==> config.mk <==
export PLATFORM = sky130hd
export DESIGN_NAME = dec_onehot_scan
export DESIGN_NICKNAME = d
export VERILOG_FILES = /design/src/rtl/dec_onehot_scan_pkg.sv /design/src/rtl/dec_onehot_scan_enc.sv /design/src/rtl/dec_onehot_scan.sv
export SDC_FILE = /design/constraint.sdc
export NUM_CORES = 1
export LEC_CHECK = 0
export ABC_AREA = 1
export CORE_ASPECT_RATIO = 1.4
export CORE_MARGIN = 4
export CORE_UTILIZATION = 35
export DETAILED_ROUTE_END_ITERATION = 8
export HOLD_SLACK_MARGIN = 0.1
export PLACE_DENSITY = 0.7
export RECOVER_POWER = 100
export SYNTH_ARGS = -nofsm -noshare
export SYNTH_HDL_FRONTEND = slang
export SYNTH_SLANG_ARGS = --single-unit
==> constraint.sdc <==
create_clock -name clk -period 1.86 [get_ports clk]
set_input_delay 0.186 -clock clk [delete_from_list [all_inputs] [get_ports clk]]
set_output_delay 0.186 -clock clk [all_outputs]
set_load 0.05 [all_outputs]
==> src/rtl/dec_onehot_scan_pkg.sv <==
// Shared types and helpers for the one-hot scan decoder.
// Mode encodings and dwell counter sizing.
package dec_onehot_scan_pkg;

    typedef enum logic [1:0] {
        MODE_IDLE      = 2'b00,
        MODE_DECODE    = 2'b01,
        MODE_SCAN_UP   = 2'b10,
        MODE_SCAN_DOWN = 2'b11
    } mode_e;

    function automatic int cnt_width(input int dwell);
        return (dwell > 1) ? $clog2(dwell) : 1;
    endfunction

endpackage

==> src/rtl/dec_onehot_scan_enc.sv <==
// Combinational index to one-hot encoder with range check.
// Out-of-range indices produce an all-zero vector.
module onehot_enc #(
    parameter int N    = 4,
    parameter int OUTS = 16
) (
    input  logic [N-1:0]    idx,
    output logic [OUTS-1:0] oh,
    output logic            range_err
);

    always_comb begin
        oh = '0;
        for (int i = 0; i < OUTS; i++) begin
            oh[i] = (idx == N'(i));
        end
    end

    assign range_err = ({1'b0, idx} >= (N+1)'(OUTS));

endmodule

==> src/rtl/dec_onehot_scan.sv <==
// Registered one-hot decoder with autonomous up/down scan.
// One encoder is shared by the decode and scan paths.
module dec_onehot_scan #(
    parameter int N          = 4,
    parameter int OUTS       = 16,
    parameter int DWELL      = 4,
    parameter int ACTIVE_LOW = 0
) (
    input  logic            clk,
    input  logic            rst_n,
    input  logic            en,
    input  logic [1:0]      mode,
    input  logic [N-1:0]    sel,
    input  logic            sel_valid,
    output logic            sel_ready,
    output logic [OUTS-1:0] out,
    output logic [N-1:0]    idx,
    output logic            step,
    output logic            err
);

    import dec_onehot_scan_pkg::*;

    localparam int CW = cnt_width(DWELL);

    mode_e           mode_s;
    logic [OUTS-1:0] oh_q, oh_d;
    logic [N-1:0]    idx_q, idx_d;
    logic [CW-1:0]   cnt_q, cnt_d;
    logic            scan_q, scan_d;
    logic            step_q, step_d;
    logic            err_q, err_d;

    logic            is_scan;
    logic            entering;
    logic            at_end;
    logic            adv;
    logic [N-1:0]    idx_nxt;
    logic [N-1:0]    enc_in;
    logic [OUTS-1:0] enc_oh;
    logic            enc_err;

    assign mode_s   = mode_e'(mode);
    assign is_scan  = mode[1];
    // The count restarts only when arriving from a non-scan mode.
    assign entering = is_scan & ~scan_q;
    assign at_end   = (cnt_q == CW'(DWELL - 1));
    assign adv      = is_scan & ~entering & at_end;

    always_comb begin
        idx_nxt = idx_q;
        if (adv) begin
            if (mode_s == MODE_SCAN_DOWN) begin
                idx_nxt = (idx_q == '0) ? N'(OUTS - 1)
                                        : idx_q - N'(1);
            end else begin
                idx_nxt = (idx_q == N'(OUTS - 1)) ? '0
                                                   : idx_q + N'(1);
            end
        end
    end

    assign enc_in = is_scan ? idx_nxt : sel;

    onehot_enc #(
        .N    (N),
        .OUTS (OUTS)
    ) u_enc (
        .idx       (enc_in),
        .oh        (enc_oh),
        .range_err (enc_err)
    );

    always_comb begin
        oh_d   = oh_q;
        idx_d  = idx_q;
        cnt_d  = cnt_q;
        scan_d = scan_q;
        step_d = 1'b0;
        err_d  = 1'b0;
        if (en) begin
            scan_d = is_scan;
            unique case (1'b1)
                (mode_s == MODE_IDLE): begin
                    oh_d  = '0;
                    cnt_d = '0;
                end
                (mode_s == MODE_DECODE): begin
                    if (sel_valid) begin
                        if (enc_err) begin
                            oh_d  = '0;
                            err_d = 1'b1;
                        end else begin
                            oh_d  = enc_oh;
                            idx_d = sel;
                        end
                    end
                end
                is_scan: begin
                    oh_d   = enc_oh;
                    idx_d  = idx_nxt;
                    step_d = adv;
                    cnt_d  = (entering | at_end) ? '0
                                                 : cnt_q + CW'(1);
                end
            endcase
        end
    end

    always_ff @(posedge clk or negedge rst_n) begin
        if (!rst_n) begin
            oh_q   <= '0;
            idx_q  <= '0;
            cnt_q  <= '0;
            scan_q <= 1'b0;
            step_q <= 1'b0;
            err_q  <= 1'b0;
        end else begin
            oh_q   <= oh_d;
            idx_q  <= idx_d;
            cnt_q  <= cnt_d;
            scan_q <= scan_d;
            step_q <= step_d;
            err_q  <= err_d;
        end
    end

    assign sel_ready = en & (mode_s == MODE_DECODE);
    assign out       = (ACTIVE_LOW != 0) ? ~oh_q : oh_q;
    assign idx       = idx_q;
    assign step      = step_q & en;
    assign err       = err_q & en;

endmodule

======== Yosys cells after proc, flatten, opt, wreduce, memory -nomap -nowiden ========
Cells that the tools add are included.
Widths: inputs -> output; s select.
word-level totals
  flip-flop bits (word level) ............. 24
  input bits .............................. 10
  output and inout bits ................... 23
  logic and storage cells ................. 57
operators by class
  add/sub/neg operators ................... 3
  eq/ne operators ......................... 20
  muxes and demuxes ....................... 13
  bitwise gates (word level) .............. 8
  reduce and logical (&&, ||, !) cells .... 8
operators by type and width
  operator             number
  $pmux 16 s3          1
  $eq 4x4->1 const B   9
  $mux 4               6
  $eq 4x3->1 const B   4
  $mux 16              1
  $eq 4x2->1 const B   2
  $logic_not 4->1      2
  $pmux 4 s2           1
  $and 1x1->1          5
  $add 4x1->4 const B  1
  $eq 2x2->1 const B   2
  $eq 4x1->1 const B   1
  $pmux 2 s2           1
  $reduce_and 2->1     2
  $reduce_bool 2->1    2
  $sub 4x1->4 const B  1
  $reduce_and 3->1     1
  $add 2x1->2 const B  1
  $eq 2x1->1 const B   1
  $logic_not 2->1      1
  $mux 1               2
  $mux 2               1
  $ne 2x2->1 const B   1
  $not 1->1            2
  $or 1x1->1           1

======== Depth between registers and ports, before layout ========
Gate-level depths: netlist of the first run.
  depth in word-level cells ............... 10
  depth in mapped cells ................... 11
  depth with buffers taken out ............ 11

======== Modules after synthesis ========
Synthesis of the first run repeated with hierarchy kept, for this count alone.
second synthesis, totals
  cells, all modules ...................... 161
  area, all modules ....................... 1345.0 µm²
modules (own cells, without submodules)
  module           times used  cells each  area each (µm²)  sequential area each (µm²)
  dec_onehot_scan  1           131         1228.7           625.6
  onehot_enc       1           30          116.4            0.0

======== Worst setup path before layout of the first run ========
Ideal clock, no wire load.
  path kind ............................... register to register
  start point ............................. register idx_q[0] (netlist: idx[0])
  end point ............................... register oh_q[13] (netlist: out[13])
  setup time .............................. 0.118 ns
  arrival ................................. 1.804 ns
  required time ........................... 1.742 ns
  setup slack ............................. -0.061 ns
  cell stages (with the launch flop) ...... 12
  path buffers ............................ 1
  clock period less this slack ............ 1.921 ns
  cell sequence ........................... dfrtp_1 inv_1 ha_1 a21oi_1 nand2_1 nand3_1 nand3_1 nand2_1 buf_4 nor2_2 nand2_1 nand2_1
between the ends
  cells in the longest elaborated chain, start to end .. 8
  elaborated cells between the ends (all ways) .. 12
  those cells by class .................... 2 x add/sub; 2 x eq/ne; 7 x mux; 1 x reduce/logical
ends and longest elaborated chain
  item                                 line                                          RTL
  start: declaration                   dec_onehot_scan.sv:28                         logic [N-1:0] idx_q, idx_d;
  start signal: assignment             dec_onehot_scan.sv:120                        idx_q <= idx_d;
  $add 4x1->4 (tied with other cells)  dec_onehot_scan.sv:58                         : idx_q + N'(1);
  $mux 4 (on tied branches)            dec_onehot_scan.sv:57, dec_onehot_scan.sv:54
  $mux 4                               dec_onehot_scan.sv:53                         if (mode_s == MODE_SCAN_DOWN) begin
  $mux 4 *                             dec_onehot_scan.sv:52                         if (adv) begin
  $mux 4 *                             dec_onehot_scan.sv:63                         assign enc_in = is_scan ? idx_nxt : sel;
  $eq 4x4->1 *                         dec_onehot_scan_enc.sv:15                     oh[i] = (idx == N'(i));
  $mux 16                              dec_onehot_scan.sv:89                         if (sel_valid) begin
  $pmux 16 s3 *                        dec_onehot_scan.sv:83                         unique case (1'b1)
  end signal: assignment               dec_onehot_scan.sv:119                        oh_q <= oh_d;
  end: declaration                     dec_onehot_scan.sv:27                         logic [OUTS-1:0] oh_q, oh_d;
Mark *: on every way between the ends. The rest lies on a longest branch, timed or not. The select of a mux whose other input is x is not followed.
A chain may end at the register's enable or synchronous reset.

======== Worst setup path in the final report of the first run ========
  start point ............................. register idx_q[3] (netlist: idx[3])
  end point ............................... output idx[3]
RTL lines
  item              line                   RTL
  end: declaration  dec_onehot_scan.sv:17  output logic [N-1:0] idx,
No word-level cell between the ends.

==> flow_summary.ini, run 1 <==
[worst_hold_path]
whs_path_depth = 2
hp-class = flip-flop to flip-flop

[route]
drt-met1-wl_um = 1310
route.met2.wl_um = 1640
routedWlPerCell_um = 12.0
ant_nets = 0
first_iter_violations = 34
vias = 1227
post-route-drc-count = 0
avgViaCountPerCell = 4.74
finalWirelength_um = 3100
dr_wl_met3_um = 76
routed.top_layer = met4
dr.pass1.iters = 4

[layout]
nets = 231
antenna_cells = 0
drive_above_1_share_pct = 15.7
final_cell_mix = nand2_1, dfrtp_1, nand3_1
syn_to_final_growth_pct = 36.5
fillers = 374
postLayoutCoreUtil_pct = 49.2
layout_commonest_cell = nand2_1

[floorplanning]
initial_core_util_pct = 36.0
dieArea_um2 = 4810
rows = 26
io_pins = 33
die_y_um = 80.5
fp.dieW_um = 59.8
core_um2 = 3640

[clocking]
numCtsBuffers = 3
clockRootBuffer = clkbuf_8
cts_setup_buffers = 0
clock-sinks = 24
clk_pin_slew_ns = 0.08
clk-insertion-delay-late_ns = 0.26
cts_tree = yes
clock_path_buffers = 2
htreeDepth = 1
hold_buffers = 0

[setup_path]
crit_path_start_kind = flip-flop
cpMaxStageDelayCell = clkdlybuf4s50_1
path_buf_inv = 1
max_stage_delay_ns = 0.86
path_delay_family = buffers and inverters
cp_max_fo = 7
crit_cells = 1
critPathKind = flip-flop to output pin
worstPathRequired_ns = 1.67
cp-end-kind = output pin
r2r_cells = 9
cp_cell_sequence = clkdlybuf4s50_1
cp.arrival_ns = 1.60

[outcome]
status = finished, final reports clean

[timing]
rsz0062_at_grt = false
finalHoldViolCount = 0
finalCritPeriodShare_pct = 96.2
timing.fmax_ghz = 0.559
slew_violations = 0
skew_ns = 0.00241
slew_headroom_pct = 18.4
tightest_slew_ns = 1.22
setup_viol = 0
setup_tns_ns = 0
min_period_ns = 1.79

[global_route]
grt_overflow = 0
grt_usage_pct = 14.3
grt_pass1_wl_um = 5390
antenna_found_initial = 0
grt_max_degree = 25
grt_pass1_vias = 1222

[yosys]
netlist.area_leader.share_pct = 45.8
post_synth.cell_area_avg_um2 = 7.46
syn-cell-area_um2 = 1310
synth_cell_types = 22
synth_largest_area_cell = dfrtp_1
ys_seq_area_share_pct = 45.8
synth-seq-cells = 24
netlist_instances = 176
synthTopCellsByArea = dfrtp_1, nand2_1, nand3_1
synth_nets = 189
yosys_warnings = 0

[power]
leakage_nw = 0.978
peakVddDrop_v = 0.000422
cellPowerDensity_nw_per_um2 = 813

[place]
gp_congestion = 0.837
io_buffers = 31
post-dp-hpwl_um = 2470

[run]
maxCapViolations = 0
[per-stage QoR]
| step | cell area (µm²) | std cells | hold WS [ns] | power [W] | setup WS [ns] |
|---|---|---|---|---|---|
| final | 1790 | 259 | 0.478 | 0.00146 | 0.0710 |
| after floorplan | 1310 | 176 | -0.110 | 0.000947 | 0.0273 |
| after detailed placement | 1750 | 255 | 0.467 | 0.00114 | -0.118 |
| after global routing | 1790 | 259 | 0.496 | 0.00155 | 0.00300 |
| after CTS | 1810 | 259 | 0.279 | 0.00148 | 0.0656 |
| after global placement | 1750 | 255 | 0.464 | 0.00114 | -0.0592 |
[path summary, 6_finish.rpt]
| path | from | endpoint | slack (ns) |
|---|---|---|---|
| min reg2reg | out[5]$_DFFE_PN0P_ | out[5]$_DFFE_PN0P_ | 0.48 |
| max | idx[3]$_DFFE_PN0P_ | idx[3] | 0.07 |
| min in group asynchronous | rst_n | out[1]$_DFFE_PN0P_ | 0.63 |
| max reg2reg | cnt_q[0]$_DFFE_PN0P_ | out[3]$_DFFE_PN0P_ | 0.15 |
| min | out[5]$_DFFE_PN0P_ | out[5]$_DFFE_PN0P_ | 0.48 |
| max in group asynchronous | rst_n | idx[1]$_DFFE_PN0P_ | 0.43 |
[power breakdown]
part	leakage, nW	switching (W)	internal, W	total [W]
combinational	0.629	0.000329	0.000167	0.000496
clock	0.0288	0.000153	0.000189	0.000342
sequential	0.320	0.0000507	0.000567	0.000618
total	0.978	0.000533	0.000923	0.00146
[synthesized netlist by cell type (all sizes together)]
cell type,number
a31oi,1
a21boi,1
o21ai,11
dfrtp,24
or2,1
conb,1
buf,5
nand4,3
a21oi,2
nor2,11
nand3,21
inv,18
or3,1
ha,3
nand2,73
[layer usage]
layer	up-vias	global-route usage [%]
li1	634	-
met1	560	18.3
met2	27	24.6
met3	6	1.13
met4	0	5.32
met5	-	0
[cell type report]
cell class	instances	area (µm²)	area share, %
sequential	24	603	33.7
timing repair buffer	42	398	22.2
multi-input combinational	129	616	34.4
clock buffer	4	55.1	3.07
tap	42	52.6	2.93
inverter	18	67.6	3.77
[sequential cells by signal, summed over array words and instances, names as in the netlist]
signal	count
cnt_q	2
scan_q	1
out	16
step_q	1
idx	4
[cells by family (layout without fill, tap and decap cells)]
| logic type | count (synthesis) | in the layout | synth area share, % |
|---|---|---|---|
| compound gates | 15 | 15 | 6.58 |
| fa+ha+maj | 3 | 3 | 2.86 |
| buf+inv | 23 | 64 | 7.63 |
| flops | 24 | 24 | 45.8 |
| other cells | 1 | 1 | 0.286 |
| simple gates | 110 | 110 | 36.9 |
[timing repair]
action | 4_1_cts | 5_1_grt
gates resized for setup | 0 | 4
endpoints found under the setup margin | 0 | 16
endpoints found under the hold margin | 0 | 0
Note: power is estimated with default switching activity, not from simulation.
==> inputs of run 2 (changes only) <==
--- a/config.mk
+++ b/config.mk
@@ -8,10 +8,10 @@
 export ABC_AREA = 1
 export CORE_ASPECT_RATIO = 1.4
 export CORE_MARGIN = 4
-export CORE_UTILIZATION = 35
+export CORE_UTILIZATION = 48
 export DETAILED_ROUTE_END_ITERATION = 8
 export HOLD_SLACK_MARGIN = 0.1
-export PLACE_DENSITY = 0.7
+export PLACE_DENSITY = 0.88
 export RECOVER_POWER = 100
 export SYNTH_ARGS = -nofsm -noshare
 export SYNTH_HDL_FRONTEND = slang
==> flow_summary.ini, run 2 (synthesized netlist as in run 1, its figures left out) <==
[outcome]
status = finished, final reports clean

[power]
p_comb_share_pct = 32.6
p_sw_w = 0.000539
pwr-share-seq_pct = 41.7
cellPowerDensity_nw_per_um2 = 840
peakVddDrop_v = 0.000455
swShare_pct = 36.6
p_int_w = 0.000936
pwr-share-clk_pct = 25.7
leakage_nw = 0.968

[floorplanning]
rows = 22
dieArea_um2 = 3650
die_y_um = 69.9
fp.dieW_um = 52.2
core_um2 = 2620
io_pins = 33
initial_core_util_pct = 50.2

[setup_path]
cp_cell_sequence = dlygate4sd3_1
max_stage_delay_ns = 0.88
cp.arrival_ns = 1.60
cp-end-kind = output pin
r2r_end = out[6]$_DFFE_PN0P_
cp_max_fo = 2
crit_path_start_kind = flip-flop
reg2reg_slack_ns = 0.17
path_buf_inv = 1
reg2reg_from = cnt_q[0]$_DFFE_PN0P_
cpMaxStageDelayCell = dlygate4sd3_1
r2r_cells = 9
worstPathRequired_ns = 1.67
path_delay_family = buffers and inverters
critPathKind = flip-flop to output pin

[timing]
timing.final.ws_setup_ns = 0.0777
setup_viol = 0
tightest_slew_ns = 1.25
min_period_ns = 1.78
slew_headroom_pct = 16.7
finalCritPeriodShare_pct = 95.8
finalHoldViolCount = 0
rsz0062_at_grt = false
whs_ns = 0.492
skew_ns = 0.00772
slew_violations = 0
timing.fmax_ghz = 0.561

[layout]
drive_above_1_share_pct = 14.7
layout_commonest_cell = nand2_1
antenna_cells = 0
syn_to_final_growth_pct = 33.8
nets = 232
largest_register_ffs = 16
final_cell_mix = nand2_1, dfrtp_1, nand3_1
post-route-cell-area_um2 = 1760
postLayoutCoreUtil_pct = 67.2

[clocking]
cts-resized-gates = 0
numCtsBuffers = 3
clockRootBuffer = clkbuf_4
htreeDepth = 1
clk-insertion-delay-late_ns = 0.32
clk_pin_slew_ns = 0.13
hold_buffers = 0
clock-sinks = 24
cts_tree = yes
clock_path_buffers = 2
cts_setup_buffers = 0

[worst_hold_path]
hold_end = out[14]$_DFFE_PN0P_
hold_start = out[14]$_DFFE_PN0P_
whs_path_depth = 2
hp-class = flip-flop to flip-flop

[run]
maxCapViolations = 0

[route]
avgViaCountPerCell = 5.01
dr.pass1.iters = 4
routedWlPerCell_um = 12.2
ant_nets = 0
post-route-drc-count = 0
vias = 1273
finalWirelength_um = 3100
first_iter_violations = 49

[place]
placed_cell_area_um2 = 1740
post-dp-hpwl_um = 2400
place_ws_ns = -0.165
gp_congestion = 0.846
io_buffers = 31

[global_route]
grt_pass1_vias = 1164
grt_max_degree = 25
grt_overflow = 0
grt_usage_pct = 17.9
antenna_found_initial = 0
grt_pass1_wl_um = 5120
-- run 2: routing by layer --
layer	share of wire, %	routed length [µm]	GRT usage, %	vias to the layer above
met4	1.5	45	5.11	0
met5	0	0	0	-
li1	-	-	-	639
met3	2.9	90	0.640	5
met1	42	1300	23.5	602
met2	54	1670	31.3	27
-- run 2: cell type report --
| type | count | area (µm²) |
|---|---|---|
| Fill cell | 214 | 858 |
| Multi-Input combinational cell | 129 | 611 |
| Tap cell | 36 | 45.0 |
| Inverter | 18 | 67.6 |
| Clock inverter | 1 | 30.0 |
| Timing Repair Buffer | 43 | 379 |
| Sequential cell | 24 | 602 |
| Clock buffer | 3 | 22.5 |
-- run 2: worst max path at each step --
stage,cells past startpoint,slack [ns],to,start
2_1_floorplan,11,0.03,out[13]$_DFFE_PN0P_,idx[1]$_DFFE_PN0P_
3_3_place_gp,6,-0.03,out[0]$_DFFE_PN0P_,mode[1]
3_5_place_dp,6,-0.16,out[6]$_DFFE_PN0P_,mode[1]
4_1_cts,1,0.01,idx[3],idx[3]$_DFFE_PN0P_
5_1_grt,11,0.02,out[10]$_DFFE_PN0P_,idx[0]$_DFFE_PN0P_
6_report,1,0.08,out[1],out[1]$_DFFE_PN0P_
-- run 2: worst min-delay path, stage by stage (launching register included) --
cell and delay, ns:
dfrtp_1 0.37, nand2_1 0.05, nand2_1 0.05
-- run 2: power groups by stage --
stage / clock network, W / logic (W) / registers (W)
2_1_floorplan: 0 / 0.000201 / 0.000746
3_3_place_gp: 0 / 0.000501 / 0.000625
3_5_place_dp: 0 / 0.000509 / 0.000625
4_1_cts: 0.000373 / 0.000513 / 0.000616
5_1_grt: 0.000393 / 0.000521 / 0.000624
6_report: 0.000379 / 0.000481 / 0.000615
-- run 2: through the flow --
stage          power [W]  instances  TNS [ns]
2_1_floorplan   0.000947        176         0
3_3_place_gp     0.00113        250    -0.260
3_5_place_dp     0.00113        250     -1.76
4_1_cts          0.00150        254         0
5_1_grt          0.00154        254         0
6_report         0.00147        254         0
==> inputs of run 3 (changes only) <==
--- a/config.mk
+++ b/config.mk
@@ -12,7 +12,6 @@
 export DETAILED_ROUTE_END_ITERATION = 8
 export HOLD_SLACK_MARGIN = 0.1
 export PLACE_DENSITY = 0.88
-export RECOVER_POWER = 100
 export SYNTH_ARGS = -nofsm -noshare
 export SYNTH_HDL_FRONTEND = slang
 export SYNTH_SLANG_ARGS = --single-unit
==> flow_summary.ini, run 3 (synthesized netlist as in run 1, its figures left out) <==
[timing]
slew_headroom_pct = 58.1
rsz0062_at_grt = false
setup_viol = 0
skew_ns = 0.00934
tightest_slew_ns = 0.628
slew_violations = 0
min_period_ns = 1.77
timing.fmax_ghz = 0.564
finalHoldViolCount = 0
finalCritPeriodShare_pct = 95.3
whs_ns = 0.198
setup_tns_ns = 0

[setup_path]
r2r_cells = 9
crit_path_start_kind = flip-flop
critPathKind = flip-flop to output pin
reg2reg_slack_ns = 0.17
path_delay_family = buffers and inverters
cp.arrival_ns = 1.59
cp_cell_sequence = clkdlybuf4s50_1
cp_max_fo = 6
crit_cells = 1
r2r_end = out[6]$_DFFE_PN0P_
path_buf_inv = 1
cpMaxStageDelayCell = clkdlybuf4s50_1
worstPathRequired_ns = 1.67
max_stage_delay_ns = 0.82
reg2reg_from = cnt_q[0]$_DFFE_PN0P_
cp-end-kind = output pin

[floorplanning]
die_y_um = 69.9
io_pins = 33
rows = 22
core_um2 = 2620
dieArea_um2 = 3650
fp.dieW_um = 52.2
initial_core_util_pct = 50.2

[clocking]
cts_tree = yes
clockRootBuffer = clkbuf_4
clk-insertion-delay-late_ns = 0.32
numCtsBuffers = 3
cts_setup_buffers = 0
clock_path_buffers = 2
htreeDepth = 1
clk_pin_slew_ns = 0.13
hold_buffers = 0
clock-sinks = 24

[power]
swShare_pct = 36.0
p_comb_share_pct = 33.9
leakage_nw = 0.949
pwr-share-clk_pct = 25.1
cellPowerDensity_nw_per_um2 = 835
p_int_w = 0.000963
peakVddDrop_v = 0.000478
totalPowerFinal_w = 0.00150
pwr-share-seq_pct = 40.9
p_sw_w = 0.000541

[route]
ant_nets = 0
post-route-drc-count = 0
vias = 1271
finalWirelength_um = 3100
avgViaCountPerCell = 5.00
dr.pass1.iters = 4
routedWlPerCell_um = 12.2
first_iter_violations = 38

[layout]
final_cell_mix = nand2_1, clkdlybuf4s50_1, dfrtp_1
post-route-cell-area_um2 = 1800
antenna_cells = 0
drive_above_1_share_pct = 17.0
nets = 232
largest_register_ffs = 16
layout_commonest_cell = nand2_1
syn_to_final_growth_pct = 37.2

[run]
maxCapViolations = 0

[place]
placed_cell_area_um2 = 1740
gp_congestion = 0.846
post-dp-hpwl_um = 2400
io_buffers = 31

[global_route]
antenna_found_initial = 0
grt_max_degree = 25
grt_overflow = 0
grt_pass1_wl_um = 5120
grt_pass1_vias = 1164
grt_usage_pct = 17.9

[outcome]
status = finished, final reports clean

[worst_hold_path]
hp-class = primary input to async pin
run 3: cell count changes in the layout (fill, tap and decap cells not counted):
cell	change
clkdlybuf4s50_1	+19
buf_4	+4
clkbuf_1	-5
dlygate4sd3_1	-19
nand3_1	-1
dlymetal6s2s_1	+1
clkbuf_2	-1
buf_12	+1
nand3_2	+1
run 3: layout make-up:
class | count | area, µm²
Fill cell | 212 | 815
Sequential cell | 24 | 602
Timing Repair Buffer | 43 | 418
Tap cell | 36 | 45.0
Inverter | 18 | 67.6
Clock inverter | 1 | 30.0
Clock buffer | 3 | 22.5
Multi-Input combinational cell | 129 | 616
run 3: through the flow:
step	cells	setup WS [ns]	util, %
finish	254	0.0877	68.9
global placement	250	-0.0292	66.6
detailed placement	250	-0.165	66.6
floorplan	176	0.0273	-
global route	254	0.0385	68.9
CTS	254	0.0120	68.6
run 3: power groups by stage:
stage	clock, W	combinational [W]	sequential (W)
final	0.000378	0.000510	0.000616
after global routing	0.000393	0.000550	0.000624
after CTS	0.000373	0.000513	0.000616
after detailed placement	0	0.000509	0.000625
after global placement	0	0.000501	0.000625
after floorplan	0	0.000201	0.000746
run 3: how the worst max path moves through the flow:
stage	endpoint	startpoint	slack, ns
6_report	idx[0]	idx[0]$_DFFE_PN0P_	0.09
5_1_grt	out[1]$_DFFE_PN0P_	idx[0]$_DFFE_PN0P_	0.04
4_1_cts	idx[3]	idx[3]$_DFFE_PN0P_	0.01
3_5_place_dp	out[6]$_DFFE_PN0P_	mode[1]	-0.16
3_3_place_gp	out[0]$_DFFE_PN0P_	mode[1]	-0.03
2_1_floorplan	out[13]$_DFFE_PN0P_	idx[1]$_DFFE_PN0P_	0.03
run 3: routing by layer:
metal	share of wire, %	vias up	global-route usage [%]
li1	-	640	-
met1	42	601	23.5
met2	54	25	31.3
met3	3.0	5	0.640
met4	1.5	0	5.11
met5	0	-	0
run 3: repair_timing:
action                                  in CTS  in global routing
endpoints found under the setup margin       0                 15
endpoints found under the hold margin        0                  0
resized for setup                            0                  2
